### src/rtl/request_capture_pkg.sv
// -----------------------------------------------------------------------------
// request_capture_pkg
// Shared constants for the request capture block.
//   WIDTH_DEF     : default number of request lines
//   DB_CYCLES_DEF : default debounce length (stable synchronized cycles)
//   IDX_W         : ack index width for the default WIDTH
//   CNT_W         : debounce counter width (covers DB_CYCLES up to 15)
//   idx_width()   : ack index width for any WIDTH (never zero)
// -----------------------------------------------------------------------------
package request_capture_pkg;

    localparam int WIDTH_DEF     = 8;
    localparam int DB_CYCLES_DEF = 4;
    localparam int IDX_W         = $clog2(WIDTH_DEF);
    localparam int CNT_W         = 4;

    function automatic int idx_width(input int w);
        return (w > 1) ? $clog2(w) : 1;
    endfunction

endpackage

### src/rtl/request_capture_debounce_bit.sv
// -----------------------------------------------------------------------------
// debounce_bit
// One request line: 2-flop synchronizer followed by a debounce counter.
// The debounced level flips only after the synchronized input has
// disagreed with it for DB_CYCLES consecutive cycles; any agreement in
// between restarts the count.
// Ports:
//   clk     : clock, rising edge
//   rst_n   : asynchronous active-low reset
//   i_raw   : raw asynchronous pad input
//   o_level : debounced level (registered)
// -----------------------------------------------------------------------------
module debounce_bit
    import request_capture_pkg::*;
#(
    parameter int DB_CYCLES = DB_CYCLES_DEF
)
(
    input  logic clk,
    input  logic rst_n,
    input  logic i_raw,
    output logic o_level
);

    logic             r_meta;
    logic             r_sync;
    logic             r_level;
    logic [CNT_W-1:0] r_cnt;

    always_ff @(posedge clk or negedge rst_n) begin
        if (!rst_n) begin
            r_meta  <= 1'b0;
            r_sync  <= 1'b0;
            r_level <= 1'b0;
            r_cnt   <= '0;
        end else begin
            r_meta <= i_raw;
            r_sync <= r_meta;
            if (r_sync != r_level) begin
                // Flip on the edge where the count would reach DB_CYCLES.
                if (r_cnt == CNT_W'(DB_CYCLES - 1)) begin
                    r_level <= r_sync;
                    r_cnt   <= '0;
                end else begin
                    r_cnt <= r_cnt + CNT_W'(1);
                end
            end else begin
                r_cnt <= '0;
            end
        end
    end

    assign o_level = r_level;

endmodule

### src/rtl/request_capture.sv
// -----------------------------------------------------------------------------
// request_capture
// Synchronizes and debounces WIDTH raw request pins, turns each debounced
// rising level into a sticky pending bit, and lets a downstream encoder
// retire pending bits one at a time.
// Optional feature macro: REQ_CAPTURE_OVERFLOW_EN -- when defined, a new
// rising level on a line that is still pending (and not acked that cycle)
// sets a sticky per-line overflow flag, cleared only by reset. When
// undefined, overflow is constant 0.
// Ports:
//   clk       : clock, rising edge
//   rst_n     : asynchronous active-low reset
//   req_in    : raw request pins (WIDTH)
//   ack_valid : encoder consumed one request this cycle
//   ack_idx   : index of the consumed request
//   level     : debounced level per line
//   pend      : sticky pending-request vector
//   any_pend  : OR of pend
//   overflow  : per-line sticky lost-request flag
// -----------------------------------------------------------------------------
module request_capture
    import request_capture_pkg::*;
#(
    parameter  int WIDTH     = WIDTH_DEF,
    parameter  int DB_CYCLES = DB_CYCLES_DEF,
    localparam int IW        = idx_width(WIDTH)
)
(
    input  logic             clk,
    input  logic             rst_n,
    input  logic [WIDTH-1:0] req_in,
    input  logic             ack_valid,
    input  logic [IW-1:0]    ack_idx,
    output logic [WIDTH-1:0] level,
    output logic [WIDTH-1:0] pend,
    output logic             any_pend,
    output logic [WIDTH-1:0] overflow
);

    logic [WIDTH-1:0] w_level;
    logic [WIDTH-1:0] w_rise;
    logic [WIDTH-1:0] w_ack;
    logic [WIDTH-1:0] r_level_q;
    logic [WIDTH-1:0] r_pend;

    for (genvar g = 0; g < WIDTH; g++) begin : g_line
        debounce_bit #(
            .DB_CYCLES (DB_CYCLES)
        ) u_db (
            .clk     (clk),
            .rst_n   (rst_n),
            .i_raw   (req_in[g]),
            .o_level (w_level[g])
        );
    end

    // One-hot ack decode; indices at or beyond WIDTH match no line.
    always_comb begin
        w_ack = '0;
        if (ack_valid) begin
            for (int i = 0; i < WIDTH; i++) begin
                if (ack_idx == IW'(i)) begin
                    w_ack[i] = 1'b1;
                end
            end
        end
    end

    assign w_rise = w_level & ~r_level_q;

    // Set has priority over a same-cycle ack on the same line.
    always_ff @(posedge clk or negedge rst_n) begin
        if (!rst_n) begin
            r_level_q <= '0;
            r_pend    <= '0;
        end else begin
            r_level_q <= w_level;
            r_pend    <= (r_pend & ~w_ack) | w_rise;
        end
    end

`ifdef REQ_CAPTURE_OVERFLOW_EN
    logic [WIDTH-1:0] r_ovf;

    // A rise lands on a request the encoder has not yet taken: one is lost.
    always_ff @(posedge clk or negedge rst_n) begin
        if (!rst_n) begin
            r_ovf <= '0;
        end else begin
            r_ovf <= r_ovf | (w_rise & r_pend & ~w_ack);
        end
    end

    assign overflow = r_ovf;
`else
    assign overflow = '0;
`endif

    assign level    = w_level;
    assign pend     = r_pend;
    assign any_pend = |r_pend;

endmodule

### config.mk
export PLATFORM = sky130hd
export DESIGN_NAME = request_capture
export DESIGN_NICKNAME = d
export VERILOG_FILES = /design/src/rtl/request_capture_pkg.sv /design/src/rtl/request_capture_debounce_bit.sv /design/src/rtl/request_capture.sv
export SDC_FILE = /design/constraint.sdc
export NUM_CORES = 1
export LEC_CHECK = 0
export CAP_MARGIN = 20
export CORE_MARGIN = 4
export CORE_UTILIZATION = 25
export DETAILED_ROUTE_END_ITERATION = 7
export GPL_ROUTABILITY_DRIVEN = 0
export MAX_ROUTING_LAYER = met4
export SLEW_MARGIN = 40
export SYNTH_ARGS = -nofsm -noshare
export SYNTH_HDL_FRONTEND = slang
export SYNTH_HIERARCHICAL = 1
export SYNTH_SLANG_ARGS = --single-unit
### constraint.sdc
create_clock -name clk -period 1.09 [get_ports clk]
set_input_delay 0.109 -clock clk [delete_from_list [all_inputs] [get_ports clk]]
set_output_delay 0.109 -clock clk [all_outputs]
set_load 0.01 [all_outputs]
======== After elaboration in Yosys (flattened, before gate mapping) ========
Index checks and enable logic that the tools add are counted.
storage, ports and cells
  flip-flop bits (word level) ............. 72
  input bits .............................. 14
  output and inout bits ................... 25
  word-level logic and storage cells ...... 105
cells by class
  add/subtract/negate cells ............... 8
  equal/unequal tests ..................... 23
  mux-type cells .......................... 25
  bitwise gates (word level) .............. 5
  reduce and logical (&&, ||, !) cells .... 10
operators by type and width
  cell                 number
  $mux 4               16
  $add 4x1->4 const B  8
  $eq 4x2->1 const B   8
  $and 8x8->8          2
  $not 8->8            2
  $reduce_and 2->1     8
  $eq 3x3->1 const B   4
  $mux 1               8
  $mux 8               1
  $ne 1x1->1           8
  $or 8x8->8           1
  $reduce_or 8->1      1
  $eq 3x2->1 const B   2
  $eq 3x1->1 const B   1
  $logic_not 3->1      1

======== Logic depth before layout (Yosys ltp) ========
  depth in word-level cells ............... 6
  gate-level depth with buffers ........... 3

======== Cells and area by module ========
Netlist, hierarchy kept.
by module, submodules not included
  module           instances  cells an instance  area each (µm²)  seq. area each (µm²)
  debounce_bit     8          20                 280.3            175.2
  request_capture  1          56                 689.4            400.4

======== Worst setup path after synthesis ========
OpenSTA, ideal clock, no wires.
  path type ............................... flip-flop to flip-flop
  start point ............................. reg g_line[0].u_db.r_cnt[0]
  end point ............................... reg g_line[0].u_db.r_level
  arrival time ............................ 1.039 ns
  required time ........................... 0.962 ns
  slack ................................... -0.076 ns
  stages on the path, launching flop included .. 4
  buffers on the path ..................... 0
  clock period less this slack ............ 1.166 ns
  cells stage by stage .................... dfrtp_1 -> ha_1 -> nor3b_2 -> mux2_1
on the way
  longest elaborated chain between the ends .. 2
RTL lines
  item                               RTL line                            RTL
  from (decl)                        request_capture_debounce_bit.sv:28  logic [CNT_W-1:0] r_cnt;
  from (signal assigned)             request_capture_debounce_bit.sv:45  r_cnt <= r_cnt + CNT_W'(1);
  $eq 4x2->1                         request_capture_debounce_bit.sv:41  if (r_cnt == CNT_W'(DB_CYCLES - 1)) begin
  $reduce_and 2->1 (no source line)  --
  to (signal assigned)               request_capture_debounce_bit.sv:42  r_level <= r_sync;
  to (decl)                          request_capture_debounce_bit.sv:27  logic r_level;
Every way passes these cells.
A chain may end at the register's enable or synchronous reset.

======== Worst setup path in the final report ========
  start point ............................. reg r_pend[0], in the netlist pend[0]
  end point ............................... out any_pend
on the way
  longest elaborated chain between the ends .. 1
RTL lines
  item                    RTL line                RTL
  from (decl)             request_capture.sv:44   logic [WIDTH-1:0] r_pend;
  from (signal assigned)  request_capture.sv:78   r_pend <= (r_pend & ~w_ack) | w_rise;
  $reduce_or 8->1         request_capture.sv:101  assign any_pend = |r_pend;
  to (decl)               request_capture.sv:36   output logic any_pend,
Every way passes these cells.

==> results.md <==
* Largest vdd supply drop at 0.949 mV
* Clock slew seen by the registers of the worst setup and hold paths at 0.05 ns
* Clock tree from TritonCTS: built
* Proportion of synthesized chip area in sequential cells at 61.5%
* Die Footprint at 13500 um2
* Area of the core at 11500 um2
* Violations in the final reports: negative setup slack
* Data arrival time at the worst-slack endpoint at 1.32 ns
* Minimum clock period at approximately 1.4 ns
* I/O pin count at 39
* Final ANT Viol Nets at 0
* Yosys Warn Count at 6
* Largest cells by area after synthesis: sky130_fd_sc_hd__dfrtp_1 61%, sky130_fd_sc_hd__ha_1 3.4%, sky130_fd_sc_hd__nor3b_2 3.4%
* Die X-Extent at 116 um
* Worst-path cell with the longest stage delay: sky130_fd_sc_hd__dfrtp_1
* Number of nets at the end of the flow at ~360
* Share of synthesized registers carrying an async set or reset at 100%
* Residual DRC count at 0
* Crit Path Max Fanout at 2
* CTS Sinks at 72
* Power consumption at 10.2 mW
* Number of levels the H-tree was split into at 3
* Type of element capturing the critical path: output pin
* Maximum capacitance violations at 0
* Sum Neg Setup Slack at -1.18 ns
* Wirelength per Cell at 11.9 um
* Timing-limited maximum frequency at 699 MHz
* Most used flip-flop cell after synthesis: sky130_fd_sc_hd__dfrtp_1
* DRC violation total after the first TritonRoute iteration at 53
* Final setup viols at 14
* Data required, critical path at 0.98 ns
* Hold/Removal Path Class: in -> reg
* GRT overflow at 0
* Syn Inst Count at 216
* Leakage power figure at 2.00 nW
* Status: finished, violations left
* Number of buffers created by CTS at 9
* Wire length reported by the detailed router at 5700 um
* Initial antenna violation count at 0
* Critical path start-end classification: reg -> out
* Final clock period utilization by the worst path at 131%
* Most area-hungry cell type in the Yosys netlist: sky130_fd_sc_hd__dfrtp_1
* PwrDens at 2310 nW/um2
* Post-Synthesis Cell Area at 2930 um2
* Final setup slack of the worst path at -0.340 ns
* Std cell rows at 39
* Largest stage delay on the critical path at 0.40 ns
* EDFF count, synth at 0
* 1st-pass router iterations at 4
* Total half-perimeter wirelength after legalization and detailed placement at ~3900 um
* Max Transition Viols Final at 0
* Number of failing hold endpoints at the final stage at 0
* Proportion of layout cells with a drive suffix above 1 at between 40% and 50%
* First-pass GRT wire length at 9820 um
* Cell chain of the critical path: nor4_4, buf_4, nand2_2, buf_6
* Mean number of vias per cell at 4.19
* Maximum root-to-sink buffer count at 2
* Vertical extent of the die at 116 um
* Maximum number of pins on one net before global-route repair at 73
* Total of flip-flops plus latches after synthesis at 72
* Synth-to-layout area growth at 50.9%
* Antenna diode count at 0
* Via count of the first global-routing pass at 2143
* Global-route total usage across every layer at 9.60%
* Starting density of the core at 25.6%
* Insertion delay to the later sink of the worst-skew pair at roughly 0.32 ns
* Distinct cell type count after synthesis at 25
* Via count at 2001
* Setup repair after global routing missed its margin: yes
* Proportion of netlist area held by the largest area contributor at 61.5%
* Post-Route Skew at 0.00538 ns
* IO buf count at 30
* Syn_area_per_cell at 13.6 um2
* Category of the worst setup path launch point: flop
* CTS Root Buffer Type: sky130_fd_sc_hd__clkbuf_16
## cells in the final DEF, fill, tap and decap left out, drive strengths merged, types with 10 or more instances in the layout
cell type       n
buf            94
a21oi          16
dfrtp          72
clkbuf         11
nor4           10
inv            12
clkdlybuf4s50  12
## flip-flops by register name, summed over array words and instances, names as in the netlist
name	flops
g_line.u_db/r_cnt	32
g_line.u_db/o_level	8
g_line.u_db/r_meta	8
g_line.u_db/r_sync	8
pend	8
r_level_q	8
## synth_stat cells, types with 2 or more instances
| library cell | n |
|---|---|
| sky130_fd_sc_hd__and4_1 | 8 |
| sky130_fd_sc_hd__nor3b_2 | 8 |
| sky130_fd_sc_hd__and4bb_1 | 3 |
| sky130_fd_sc_hd__dfrtp_1 | 72 |
| sky130_fd_sc_hd__nor2_1 | 8 |
| sky130_fd_sc_hd__o22ai_2 | 3 |
| sky130_fd_sc_hd__a21oi_1 | 16 |
| sky130_fd_sc_hd__nand3b_1 | 8 |
| sky130_fd_sc_hd__nor2b_1 | 8 |
| sky130_fd_sc_hd__nand2b_1 | 8 |
| sky130_fd_sc_hd__mux2_1 | 8 |
| sky130_fd_sc_hd__inv_1 | 12 |
| sky130_fd_sc_hd__a22o_1 | 4 |
| sky130_fd_sc_hd__nor4_1 | 2 |
| sky130_fd_sc_hd__nor3_1 | 8 |
| sky130_fd_sc_hd__nor4_2 | 8 |
| sky130_fd_sc_hd__ha_1 | 8 |
| sky130_fd_sc_hd__xnor2_1 | 8 |
| sky130_fd_sc_hd__buf_4 | 8 |
| sky130_fd_sc_hd__nand4b_1 | 3 |
## worst max-delay path, delay by kind of cell, from the launching register on
kind,cells,cell delay (ns)
flops,1,0.40
simple gates,2,0.32
buf+inv,2,0.28
## cell families after synthesis
family	after synthesis	synth area share (%)
AND/OR/NAND/NOR	75	20.5
flip-flops	72	61.5
AO/OA/AOI/OAI	24	5.42
multiplexers	8	3.07
buffers and inverters	20	3.59
XOR/XNOR	8	2.39
other	1	0.128
adder cells (fa/ha/maj)	8	3.41
## what timing repair did
item	in CTS	in global routing
hold buffers	1	0
setup endpoints to repair	29	37
pin swaps	7	16
buffers inserted	6	9
hold endpoints to repair	72	0
resized for setup	81	28
## final cells by class
cell class,count,area [um2]
Clock inverter,2,10.0
Timing Repair Buffer,107,891
Sequential cell,72,1800
Clock buffer,11,233
Inverter,12,45.0
Fill cell,1092,7040
Multi-Input combinational cell,131,1260
Tap cell,143,179
## stage by stage
| stage | area [um2] | setup slack (ns) | hold WS [ns] | util, % | instances |
|---|---|---|---|---|---|
| after floorplan | 3060 | -0.0709 | -0.187 | - | 223 |
| after global placement | 4000 | -0.500 | 0.170 | 34.8 | 456 |
| after detailed placement | 4000 | -0.463 | 0.171 | 34.8 | 456 |
| after CTS | 4320 | -0.396 | 0.206 | 37.7 | 476 |
| after global routing | 4420 | -0.430 | 0.211 | 38.6 | 478 |
| final | 4420 | -0.340 | 0.217 | 38.6 | 478 |
## layer usage
metal	part of all wire, %	vias up	GRT usage, %
met5	0	-	-
met4	1.5	0	3.25
met3	5.6	10	3.94
met2	44	41	13.5
met1	49	964	12.6
li1	-	986	-
## path summary, 6_finish.rpt
kind / endpoint / cells past startpoint / slack, ns / start
max: any_pend / 4 / -0.34 / pend[0]
min: g_line[0].u_db/r_meta / 1 / 0.22 / req_in[0]
max reg2reg: g_line[4].u_db/o_level / 3 / -0.11 / g_line[4].u_db/r_cnt[0]
min reg2reg: g_line[4].u_db/r_sync / 0 / 0.35 / g_line[4].u_db/r_meta
max in group asynchronous: g_line[7].u_db/o_level / 3 / 0.44 / rst_n
min in group asynchronous: g_line[6].u_db/r_meta / 3 / 0.33 / rst_n
## power breakdown
| group | total, mW | internal, mW | switching (mW) |
|---|---|---|---|
| registers | 3.87 | 3.40 | 0.473 |
| logic | 3.88 | 2.35 | 1.53 |
| clock network | 2.48 | 1.49 | 0.987 |
| total | 10.2 | 7.24 | 2.99 |
Power figures use the tool's default switching activity.
